$ cat config.mk
export PLATFORM = sky130hd
export DESIGN_NAME = criptografia_seq
export DESIGN_NICKNAME = d
export VERILOG_FILES = /design/src/rtl/criptografia_seq_pkg.sv /design/src/rtl/criptografia_digit.sv /design/src/rtl/criptografia_seq.sv
export SDC_FILE = /design/constraint.sdc
export NUM_CORES = 1
export LEC_CHECK = 0
export CAP_MARGIN = 10
export CORE_MARGIN = 3
export CORE_UTILIZATION = 48
export CTS_BUF_LIST = sky130_fd_sc_hd__clkbuf_16
export DETAILED_ROUTE_END_ITERATION = 10
export GPL_TIMING_DRIVEN = 0
export PLACE_DENSITY = 0.8
export SLEW_MARGIN = 20
export SYNTH_ARGS = -nofsm -noshare
export SYNTH_HDL_FRONTEND = slang
export SYNTH_SLANG_ARGS = --single-unit
$ cat constraint.sdc
create_clock -name clock -period 2.5 [get_ports clock]
set_input_delay 0.375 -clock clock [delete_from_list [all_inputs] [get_ports clock]]
set_output_delay 0.375 -clock clock [all_outputs]
set_load 0.05 [all_outputs]
$ cat src/rtl/criptografia_seq_pkg.sv
// Shared definitions for the keypad code encryptor: FSM state encodings,
// the per-digit word width and the largest supported code length.
package criptografia_seq_pkg;

    localparam int WORD_W     = 16;
    localparam int MAX_DIGITS = 8;

    typedef enum logic [1:0] {
        COLLECT = 2'd0,
        DONE    = 2'd1,
        ERROR   = 2'd2
    } state_t;

endpackage

$ cat src/rtl/criptografia_digit.sv
// Combinational digit encoder: a BCD digit becomes a one-hot word, optionally
// rotated left by the slot index. Digits 10..15 raise the invalid flag.
module criptografia_digit
    import criptografia_seq_pkg::*;
#(
    parameter int ROTATE = 1
) (
    input  logic [3:0]        digit,
    input  logic [3:0]        shift,
    output logic [WORD_W-1:0] word,
    output logic              invalid
);

    logic [WORD_W-1:0]   onehot;
    logic [2*WORD_W-1:0] doubled;

    // Shifting a doubled copy and keeping the upper half gives a rotate-left.
    always_comb begin
        onehot  = 16'h0001 << digit;
        doubled = {onehot, onehot} << shift;
        if (ROTATE != 0) begin
            word = doubled[2*WORD_W-1:WORD_W];
        end else begin
            word = onehot;
        end
        invalid = (digit > 4'd9);
    end

endmodule

$ cat src/rtl/criptografia_seq.sv
// Keypad code collector: accepts up to N_DIGITS BCD digits, encrypts each one
// into its own 16-bit slot and reports completion or an invalid entry.
module criptografia_seq
    import criptografia_seq_pkg::*;
#(
    parameter int N_DIGITS = 4,
    parameter int ROTATE   = 1
) (
    input  logic                       clock,
    input  logic                       reset,
    input  logic                       digit_valid,
    input  logic [3:0]                 digit,
    input  logic                       ack,
    output logic                       ready,
    output logic [WORD_W*N_DIGITS-1:0] code,
    output logic [3:0]                 count,
    output logic                       done,
    output logic                       error
);

    state_t            state, state_nx;
    logic [WORD_W-1:0] word;
    logic              invalid;
    logic              accept;
    logic              store;
    logic              clear;

    criptografia_digit #(
        .ROTATE(ROTATE)
    ) u_digit (
        .digit  (digit),
        .shift  (count),
        .word   (word),
        .invalid(invalid)
    );

    always_ff @(posedge clock) begin
        if (reset) begin
            state <= COLLECT;
        end else begin
            state <= state_nx;
        end
    end

    // ack outranks digit_valid in every state, so an aborted cycle never stores.
    always_comb begin
        state_nx = state;
        accept   = 1'b0;
        store    = 1'b0;
        clear    = 1'b0;
        case (state)
            COLLECT: begin
                if (ack) begin
                    clear = 1'b1;
                end else if (digit_valid) begin
                    accept = 1'b1;
                    if (invalid) begin
                        state_nx = ERROR;
                    end else begin
                        store = 1'b1;
                        if (count == 4'(N_DIGITS - 1)) begin
                            state_nx = DONE;
                        end
                    end
                end
            end
            DONE, ERROR: begin
                if (ack) begin
                    clear    = 1'b1;
                    state_nx = COLLECT;
                end
            end
            default: state_nx = COLLECT;
        endcase
    end

    always_ff @(posedge clock) begin
        if (reset || clear) begin
            code  <= '0;
            count <= '0;
        end else if (store) begin
            for (int s = 0; s < N_DIGITS; s++) begin
                if (count == 4'(s)) begin
                    code[WORD_W*s +: WORD_W] <= word;
                end
            end
            count <= count + 4'd1;
        end
    end

    assign ready = (state == COLLECT);
    assign done  = (state == DONE);
    assign error = (state == ERROR);

endmodule

[Word level (Yosys, flattened, before mapping)]
Cells that the tools add are included.
Storage, ports and cells
  output and inout bits: 71
  word-level logic and storage cells: 41
  bits in registers: 70
Operators by class
  shifts and indexed selects: 2
  eq/ne operators: 9
  add/subtract/negate cells: 1
  $lt $le $gt $ge: 1
  reductions and logical operators: 10
  multiplexer cells: 12
Operators with widths (count)
  $shl A32 B4 Y32: 1
  $shl A1 B4 Y16 const A: 1
  $mux W2: 5
  $eq A4 B2 Y1 const B: 2
  $reduce_and A2 Y1: 4
  $mux W1: 6
  $ne A2 B2 Y1 const B: 3
  $add A4 B1 Y4 const B: 1
  $eq A4 B1 Y1 const B: 1
  $gt A4 B4 Y1 const B: 1
  $logic_not A4 Y1: 1
  $pmux W2 S2: 1
  $reduce_and A4 Y1: 1
  $ne A3 B1 Y1 const B: 1
  $reduce_or A3 Y1: 1
  $eq A2 B1 Y1 const B: 1
  $eq A2 B2 Y1 const B: 1
  $logic_not A2 Y1: 1
  $reduce_or A2 Y1: 1
  $logic_or A1 B1 Y1: 1

[Logic depth before layout (Yosys ltp)]
Gate-level depths: netlist of the first run.
  depth in word-level cells: 6
  depth in mapped cells: 9
  gate-level depth less buffers: 7

[By module]
A second synthesis of the first run with hierarchy kept.
Second synthesis, totals
  cell total of the unflattened synthesis: 379
  area, all modules: 3717.3 um2
By module, submodules not included
  criptografia_seq: area an instance 3173.0 um2, cells an instance 295, instances 1
  criptografia_digit: area an instance 544.3 um2, cells an instance 84, instances 1

[Worst setup path before layout of the first run]
OpenSTA, ideal clock, no wires.
  path kind: register to register
  start point: register state[0]
  end point: register code[26]
  setup time: 0.132 ns
  path slack: 0.433 ns
  stages on the path, launching flop included: 10
  arrival time: 1.935 ns
  path through: dfxtp_1 inv_1 ha_1 and3b_1 and2_1 buf_4 and3_1 buf_4 o21ai_0 a21oi_1
Between the ends
  word-level cells in the longest chain between the ends: 4
  elaborated cells between the ends (all ways): 8
RTL lines
  start: declaration: line criptografia_seq.sv:21  | state_t state, state_nx;
  start signal: assignment: line criptografia_seq.sv:41  | state <= state_nx;
  $logic_not A2 Y1 *
  via ready: line criptografia_seq.sv:14  | output logic ready,
  $reduce_or A3 Y1 (no source line)
  $mux W1
  $logic_or A1 B1 Y1: line criptografia_seq.sv:78  | if (reset || clear) begin
  end signal: indexed assignment: line criptografia_seq.sv:84  | code[WORD_W*s +: WORD_W] <= word;
  end: declaration: line criptografia_seq.sv:15  | output logic [WORD_W*N_DIGITS-1:0] code,
The timed path passes the listed nets; every way through them passes the cells marked *.
A chain may end at the register's enable or synchronous reset.

[Final worst setup path of the first run]
  start point: register state[0]
  end point: output ready
Between the ends
  word-level cells in the longest chain between the ends: 1
RTL lines (line)
  $logic_not A2 Y1
  end: declaration: criptografia_seq.sv:14
Every way passes these cells.

==> impl_metrics.sql, run 1 <==
INSERT INTO impl_metrics (metric_group, metric, value, unit) VALUES
('logic_synthesis', 'synthesis.yosys.warnings', '0', ''),
('sta', 'finalHoldViolCount', '0', ''),
('routing', 'detailedRoute.firstIterationViolations', '197', ''),
('sta', 'timing.final.crit_period', '2.181', 'ns'),
('power', 'switching_share', '21.45', '%'),
('critical_path', 'cp.arrival', '1.81', 'ns'),
('routing', 'drc', '0', ''),
('sta', 'fin_tns_setup', '0', 'ns'),
('clock_tree', 'htreeDepth', '3', ''),
('power', 'design_power_total', '2.718', 'mW'),
('logic_synthesis', 'synth.lib_cells_used.distinct', '43', ''),
('logic_synthesis', 'post_synthesis_sequential_area_ratio', '48.05', '%'),
('clock_tree', 'cts_max_path_buffers', '2', ''),
('clock_tree', 'numCtsBuffers', '9', ''),
('logic_synthesis', 'syn_avg_cell_area', '8.892', 'um2'),
('routing', 'post_drt_via_cell_ratio', '5.581', ''),
('placed_design', 'io_buffers', '76', ''),
('global_route', 'grt_overflow_total', '0', ''),
('critical_path', 'worst-path-max-fanout', '4', ''),
('clock_tree', 'hold_buffers', '0', ''),
('sta', 'period_share', '87.25', '%'),
('finish', 'multi_input_gate_area_in_the_final_layout', '1365', 'um2'),
('power', 'pwr-share-clk', '52.9', '%'),
('routing', 'vias', '2746', ''),
('logic_synthesis', 'synth-edff-count', '0', ''),
('clock_tree', 'clock_latency_on_the_worst_skew_pair', '0.33', 'ns'),
('finish', 'syn2layout_area_growth', '40.76', '%'),
('finish', 'post_route_cells_drive_above_1_share', '8.810', '%'),
('routing', 'detail_route.wirelength', '7.928', 'mm'),
('sta', 'final.setup_skew', '0.003350', 'ns'),
('sta', 'worst_slew_pin_slew', '0.6375', 'ns'),
('floorplan', 'core_area', '5675', 'um2'),
('global_route', 'grt_first_pass_wirelength', '13.04', 'mm'),
('placed_design', 'pre_cts_slack', '0.2228', 'ns'),
('power', 'power.static_leakage', '1.503', 'nW'),
('critical_path', 'critical_path.endpoint_type', 'output pin', ''),
('global_route', 'grt_antenna_before_repair', '0', ''),
('global_route', 'gr-usage-all-layers', '23.05', '%'),
('global_route', 'grt_max_degree', '13', ''),
('logic_synthesis', 'mappedNetlistNets', '344', ''),
('job', 'cap_viol_max_count', '0', ''),
('routing', 'drtAntennaViolNets', '0', ''),
('critical_path', 'timing.critical_path.slowest_stage_cell', 'clkdlybuf4s50_1', ''),
('routing', 'avgRoutedWirePerCell', '16.11', 'um'),
('critical_path', 'timing.setup.critical_path_class', 'flip-flop to output pin', ''),
('logic_synthesis', 'asyncSetResetFlopFracSynth', '0', '%'),
('critical_path', 'timing.critical_path.from_type', 'flip-flop', ''),
('power', 'power.share.combinational', '5.8', '%'),
('finish', 'antenna_cells', '0', ''),
('floorplan', 'die_width', '83.95', 'um'),
('sta', 'drv_slew', '0', ''),
('power', 'total_switching_power', '0.5829', 'mW'),
('clock_tree', 'clk_pin_slew', '0.06', 'ns'),
('worst_hold_path', 'worst_hold_path_type', 'flip-flop to flip-flop', ''),
('finish', 'area.sequential', '1401', 'um2'),
('clock_tree', 'postCtsSetupBuffers', '0', ''),
('sta', 'setup_ws', '0.3188', 'ns'),
('critical_path', 'max_stage_delay', '0.83', 'ns'),
('critical_path', 'critPathBufInv', '2', ''),
('finish', 'layout.core_utilization', '72.33', '%'),
('logic_synthesis', 'synthesis.area', '2917', 'um2'),
('logic_synthesis', 'postSynthCellCount', '328', ''),
('power', 'ir_drop', '0.6412', 'mV'),
('finish', 'fin_nets', '431', ''),
('critical_path', 'critical-path-top-delay-family', 'buffers and inverters', ''),
('floorplan', 'row_count', '27', ''),
('sta', 'max_freq', '458.5', 'MHz'),
('routing', 'drt_first_pass_iters', '4', ''),
('run_status', 'result_of_the_run', 'finished, final reports clean', ''),
('clock_tree', 'cts_resized', '0', ''),
('clock_tree', 'tritoncts', 'yes', '');
==> layout make-up <==
cell class	count	share of cell area, %
repair buffers	76	18.53
inverters	8	0.7315
multi-input cells	227	33.25
clock buffers	9	5.486
well taps	72	2.194
clock inverters	7	2.743
plain buffers	23	2.926
flip-flops and latches	70	34.14
==> layout by cell type (no fill, tap or decap), drive strengths merged, types with 2 or more instances in the layout <==
| cell | n |
|---|---|
| clkdlybuf4s50 | 76 |
| dfxtp | 70 |
| nand2 | 47 |
| a21oi | 39 |
| nor2 | 28 |
| clkbuf | 22 |
| o21ai | 17 |
| and3 | 16 |
| a32o | 12 |
| buf | 10 |
| nand3 | 9 |
| inv | 8 |
| ha | 8 |
| a211oi | 7 |
| and2 | 5 |
| nand4 | 4 |
| o31ai | 4 |
| xor2 | 4 |
| nor3b | 3 |
| xnor2 | 3 |
| mux2i | 3 |
| nor3 | 3 |
| bufinv | 3 |
| o22ai | 2 |
| clkinvlp | 2 |
| clkinv | 2 |
==> state kept, by name, indices dropped and copies added, names as in the netlist <==
register	flops
code	64
count	4
state	2
==> power groups by stage <==
stage | Combinational [mW] | Sequential (mW) | Clock (mW)
2_1_floorplan | 0.0941 | 1.16 | 0
3_3_place_gp | 0.150 | 1.15 | 0
3_5_place_dp | 0.152 | 1.15 | 0
4_1_cts | 0.154 | 1.12 | 1.45
5_1_grt | 0.169 | 1.12 | 1.51
6_report | 0.157 | 1.12 | 1.44
==> worst paths after layout <==
kind	from	end	slack, ns	cells after the start
worst max register to register	count[0]$_SDFFE_PP0P_	code[55]$_SDFFE_PP0P_	0.38	6
worst min register to register	code[51]$_SDFFE_PP0P_	code[51]$_SDFFE_PP0P_	0.45	2
worst min-delay path	code[51]$_SDFFE_PP0P_	code[51]$_SDFFE_PP0P_	0.45	2
worst max-delay path	state[0]$_SDFFE_PP0P_	ready	0.32	3
==> stage by stage <==
stage / hold WS [ns] / std cells / area [um2]
after floorplan: 0.4441 / 328 / 2917
after global placement: 0.4457 / 476 / 3767
after detailed placement: 0.4487 / 476 / 3767
after CTS: 0.4562 / 492 / 4105
after global routing: 0.4835 / 492 / 4105
final: 0.4542 / 492 / 4105
==> worst min-delay path, stage by stage (launching register included) <==
cell,delay [ns]
dfxtp_1,0.31
nand2_1,0.05
a21oi_1,0.05
==> cell families (layout without fill, tap and decap cells) <==
family	Yosys count	count (layout)	synth area share, %
simple gates	121	121	19.99
fa+ha+maj	8	8	3.432
compound gates	88	88	19.99
xor+xnor	7	7	2.360
mux	3	3	1.030
flops	70	70	48.05
buf+inv	31	123	5.148
==> metal layers <==
layer	global-route usage [%]	vias to the layer above	wire length, um
met2	39.12	91	4012
li1	-	1327	-
met4	7.456	0	97
met3	6.811	13	519
met1	27.93	1315	3299
met5	0	-	0
==> cell usage after synthesis (6+ instances only) <==
master | instances | area, um2
o21ai_0 | 16 | 80.08
nand3_1 | 9 | 45.04
a32o_1 | 12 | 120.1
buf_4 | 6 | 45.04
nor2_1 | 27 | 101.4
inv_1 | 8 | 30.03
ha_1 | 8 | 100.1
and3_1 | 16 | 100.1
dfxtp_1 | 70 | 1401
clkbuf_1 | 13 | 48.80
nand2_1 | 47 | 176.4
a21oi_1 | 37 | 185.2
Power figures use the tool's default switching activity.
==> run 2, diff against run 1 <==
--- a/config.mk
+++ b/config.mk
@@ -9,6 +9,7 @@
 export CORE_MARGIN = 3
 export CORE_UTILIZATION = 48
 export CTS_BUF_LIST = sky130_fd_sc_hd__clkbuf_16
+export CTS_CLUSTER_DIAMETER = 80
 export DETAILED_ROUTE_END_ITERATION = 10
 export GPL_TIMING_DRIVEN = 0
 export PLACE_DENSITY = 0.8
==> results of run 2 <==
Same layout as run 1: the final DEF is identical, and so are final timing and power.
==> run 3, diff against run 2 <==
--- a/config.mk
+++ b/config.mk
@@ -5,9 +5,10 @@
 export SDC_FILE = /design/constraint.sdc
 export NUM_CORES = 1
 export LEC_CHECK = 0
+export ABC_AREA = 1
 export CAP_MARGIN = 10
 export CORE_MARGIN = 3
-export CORE_UTILIZATION = 48
+export CORE_UTILIZATION = 50
 export CTS_BUF_LIST = sky130_fd_sc_hd__clkbuf_16
 export CTS_CLUSTER_DIAMETER = 80
 export DETAILED_ROUTE_END_ITERATION = 10
==> run 3 against run 2 <==
Total power up 12%; synthesized cell count increased by 48%; via count grew 42%; routed wire length is 42% higher; sequential power is 4% higher; die area increased by 14%; sequential cell count stayed put; critical path type is now flip-flop to flip-flop; critical endpoint is now code[4]$_SDFFE_PP0P_.
==> impl_metrics.sql, run 3 <==
INSERT INTO impl_metrics (metric_group, metric, value, unit) VALUES
('sta', 'finalHoldViolCount', '0', ''),
('finish', 'largest_registers', 'code (64), count (4), state (2)', ''),
('floorplan', 'overall_die_area', '8009', 'um2'),
('placed_design', 'routabilityCongestion', '0.9345', ''),
('clock_tree', 'hold_buffers', '0', ''),
('finish', 'post_layout_nonfiller_instances', '669', ''),
('sta', 'rsz0062_at_grt', 'false', ''),
('sta', 'timing.final.crit_period', '2.235', 'ns'),
('finish', 'largest_reg_flops', '64', ''),
('finish', 'fin_nets', '587', ''),
('routing', 'vias', '3906', ''),
('critical_path', 'max_stage_delay', '0.47', 'ns'),
('global_route', 'grtUsageMet1', '40.42', '%'),
('placed_design', 'io_buffers', '75', ''),
('floorplan', 'floorplan.initialDensity', '53.08', '%'),
('routing', 'post_drt_via_cell_ratio', '5.839', ''),
('clock_tree', 'clock_latency_on_the_worst_skew_pair', '0.33', 'ns'),
('critical_path', 'cp.arrival', '2.44', 'ns'),
('critical_path', 'crit_chain', 'inv_1 -> clkbuf_1 -> ha_1 -> nand2_1 -> nor2_1 -> buf_2 -> buf_2 -> a21oi_1', ''),
('clock_tree', 'cts_max_path_buffers', '2', ''),
('logic_synthesis', 'synth-edff-count', '0', ''),
('logic_synthesis', 'synth_top_area_share', '40.20', '%'),
('finish', 'multi_input_gate_area_in_the_final_layout', '1828', 'um2'),
('finish', 'layout.cells.most_common', 'nand3_1', ''),
('routing', 'drtAntennaViolNets', '0', ''),
('finish', 'layout_common_cells', 'nand3_1 (111), clkdlybuf4s50_1 (75), dfxtp_1 (70)', ''),
('worst_hold_path', 'worst_hold_path_type', 'flip-flop to flip-flop', ''),
('job', 'cap_viol_max_count', '0', ''),
('global_route', 'grt_util_met2', '44.68', '%'),
('finish', 'area.sequential', '1401', 'um2'),
('routing', 'drt_first_pass_iters', '8', ''),
('critical_path', 'critical_path.endpoint_type', 'flip-flop', ''),
('finish', 'post_route_cells_drive_above_1_share', '8.507', '%'),
('power', 'power.static_leakage', '1.821', 'nW'),
('clock_tree', 'postCtsSetupBuffers', '0', ''),
('logic_synthesis', 'yosys.area.top_type', 'dfxtp_1', ''),
('logic_synthesis', 'postSynthCellCount', '485', ''),
('sta', 'drv_slew', '0', ''),
('logic_synthesis', 'post-synth-top-count-cell', 'nand3_1', ''),
('clock_tree', 'clock_sinks', '70', ''),
('run_status', 'result_of_the_run', 'finished, final reports clean', ''),
('floorplan', 'core_area', '6568', 'um2'),
('sta', 'period_share', '89.39', '%'),
('finish', 'num-fill-cells', '542', ''),
('logic_synthesis', 'mappedNetlistNets', '501', ''),
('logic_synthesis', 'ys_top_cells_by_area', 'dfxtp_1 (40%), nand3_1 (16%), a21oi_1 (7.6%)', ''),
('logic_synthesis', 'synthTopCellsByCount', 'nand3_1 (111), dfxtp_1 (70), nand2_1 (57)', ''),
('critical_path', 'timing.critical_path.slowest_stage_cell', 'clkbuf_1', ''),
('logic_synthesis', 'postSynth.topFlopCell', 'dfxtp_1', ''),
('floorplan', 'row_count', '29', ''),
('placed_design', 'detailed_place_hpwl', '8.160', 'mm'),
('global_route', 'layer_with_the_highest_usage', 'met2', ''),
('clock_tree', 'htreeDepth', '3', ''),
('floorplan', 'die_height', '89.50', 'um'),
('logic_synthesis', 'syn_avg_cell_area', '7.187', 'um2'),
('clock_tree', 'cts_resized', '0', ''),
('critical_path', 'timing.critical_path.from_type', 'flip-flop', ''),
('global_route', 'met3_track_demand_over_resource_in_global_routing', '8.940', '%'),
('logic_synthesis', 'post_synthesis_sequential_area_ratio', '40.20', '%'),
('logic_synthesis', 'synthesis.area', '3486', 'um2'),
('finish', 'antenna_cells', '0', ''),
('sta', 'worst_slew_margin_rel', '62.98', '%'),
('routing', 'detail_route.wirelength', '11.27', 'mm'),
('critical_path', 'worst-path-max-fanout', '11', ''),
('critical_path', 'crit_path_frequent_cell', 'buf_2', ''),
('logic_synthesis', 'synth.lib_cells_used.distinct', '25', ''),
('routing', 'drc', '0', ''),
('floorplan', 'num_io_pins', '79', ''),
('logic_synthesis', 'ys_seq_elements', '70', ''),
('clock_tree', 'numCtsBuffers', '9', ''),
('clock_tree', 'tritoncts', 'yes', ''),
('global_route', 'number_of_global_route_vias_before_repair', '3654', ''),
('sta', 'fin_tns_setup', '0', 'ns'),
('global_route', 'gr-usage-all-layers', '29.15', '%'),
('global_route', 'grt_antenna_before_repair', '0', ''),
('global_route', 'grt_first_pass_wirelength', '18.03', 'mm'),
('global_route', 'grt_max_degree', '14', ''),
('routing', 'avgRoutedWirePerCell', '16.84', 'um'),
('routing', 'detailedRoute.firstIterationViolations', '561', ''),
('critical_path', 'critical-path-top-delay-family', 'buffers and inverters', ''),
('sta', 'worst_slew_pin_slew', '0.5552', 'ns'),
('power', 'ir_drop', '0.5397', 'mV'),
('clock_tree', 'clk_pin_slew', '0.06', 'ns'),
('critical_path', 'critPathBufInv', '4', ''),
('floorplan', 'die_width', '89.50', 'um'),
('power', 'power.density_cell_area', '653.9', 'nW/um2'),
('sta', 'final.setup_skew', '0.005797', 'ns'),
('global_route', 'grt_overflow_total', '0', ''),
('finish', 'syn2layout_area_growth', '33.42', '%'),
('sta', 'final-setup-viol-count', '0', ''),
('placed_design', 'place.detailed.instances', '653', ''),
('critical_path', 'timing.setup.critical_path_class', 'flip-flop to flip-flop', ''),
('critical_path', 'crit_required', '2.71', 'ns'),
('finish', 'largest_register', 'code', ''),
('sta', 'max_freq', '447.5', 'MHz'),
('clock_tree', 'cts.root.buffer_cell', 'clkbuf_16', ''),
('logic_synthesis', 'synthesis.yosys.warnings', '0', ''),
('logic_synthesis', 'asyncSetResetFlopFracSynth', '0', '%');
[run 3: cell count changes in the layout (fill, tap and decap cells not counted), sizes merged, moves of 13 or more]
cell   delta
nand3   +102
o21ai    +32
nand4    +23
and3     -16
a21oi    +14
inv      +13
[run 3: metrics by stage]
step                util [%]  power, mW  hold slack [ns]  cell area [um2]  setup WS, ns
global placement       66.28      1.786           0.4264             4353       0.09454
detailed placement     66.28      1.796           0.4272             4353       0.06595
CTS                    70.81      3.039           0.4362             4651        0.2658
finish                 70.81      3.041           0.4337             4651        0.2653
floorplan                  -      1.631           0.4527             3486        0.5400
global route           70.81      3.151           0.4572             4651       0.05519
[run 3: layer usage]
layer	wire length [um]	vias to the layer above
met4	146	0
met1	4838	1799
met3	1103	15
met5	0	-
li1	-	1868
met2	5179	224
[run 3: cells by family after synthesis]
kind of cell,share of synthesized area (%)
compound gates,15.33
fa+ha+maj,2.872
buf+inv,7.358
flops,40.20
simple gates,34.24
[run 3: tightest hold or removal path: cells and delay by family (launching register included)]
family / cells / cell delay [ns]
flip-flops: 1 / 0.31
AND/OR/NAND/NOR: 2 / 0.09
[run 3: layout make-up]
| class | instances | share of cell area (%) |
|---|---|---|
| Timing Repair Buffer | 75 | 16.14 |
| Buffer | 39 | 3.659 |
| Clock inverter | 7 | 1.560 |
| Sequential cell | 70 | 30.13 |
| Inverter | 23 | 1.856 |
| Clock buffer | 9 | 4.843 |
| Multi-Input combinational cell | 353 | 39.31 |
| Tap cell | 93 | 2.502 |
[run 3: final timing paths]
kind / from / endpoint / slack [ns] / cells after the start
max: count[1]$_SDFFE_PP0P_ / code[4]$_SDFFE_PP0P_ / 0.27 / 8
min: code[63]$_SDFFE_PP0P_ / code[63]$_SDFFE_PP0P_ / 0.43 / 2
max reg2reg: count[1]$_SDFFE_PP0P_ / code[4]$_SDFFE_PP0P_ / 0.27 / 8
min reg2reg: code[63]$_SDFFE_PP0P_ / code[63]$_SDFFE_PP0P_ / 0.43 / 2
[run 3: power by group]
| part | internal [mW] | total (mW) | switching (mW) |
|---|---|---|---|
| Clock | 0.773 | 1.26 | 0.486 |
| Sequential | 1.14 | 1.16 | 0.0201 |
| Combinational | 0.180 | 0.618 | 0.438 |
| Total | 2.10 | 3.04 | 0.943 |
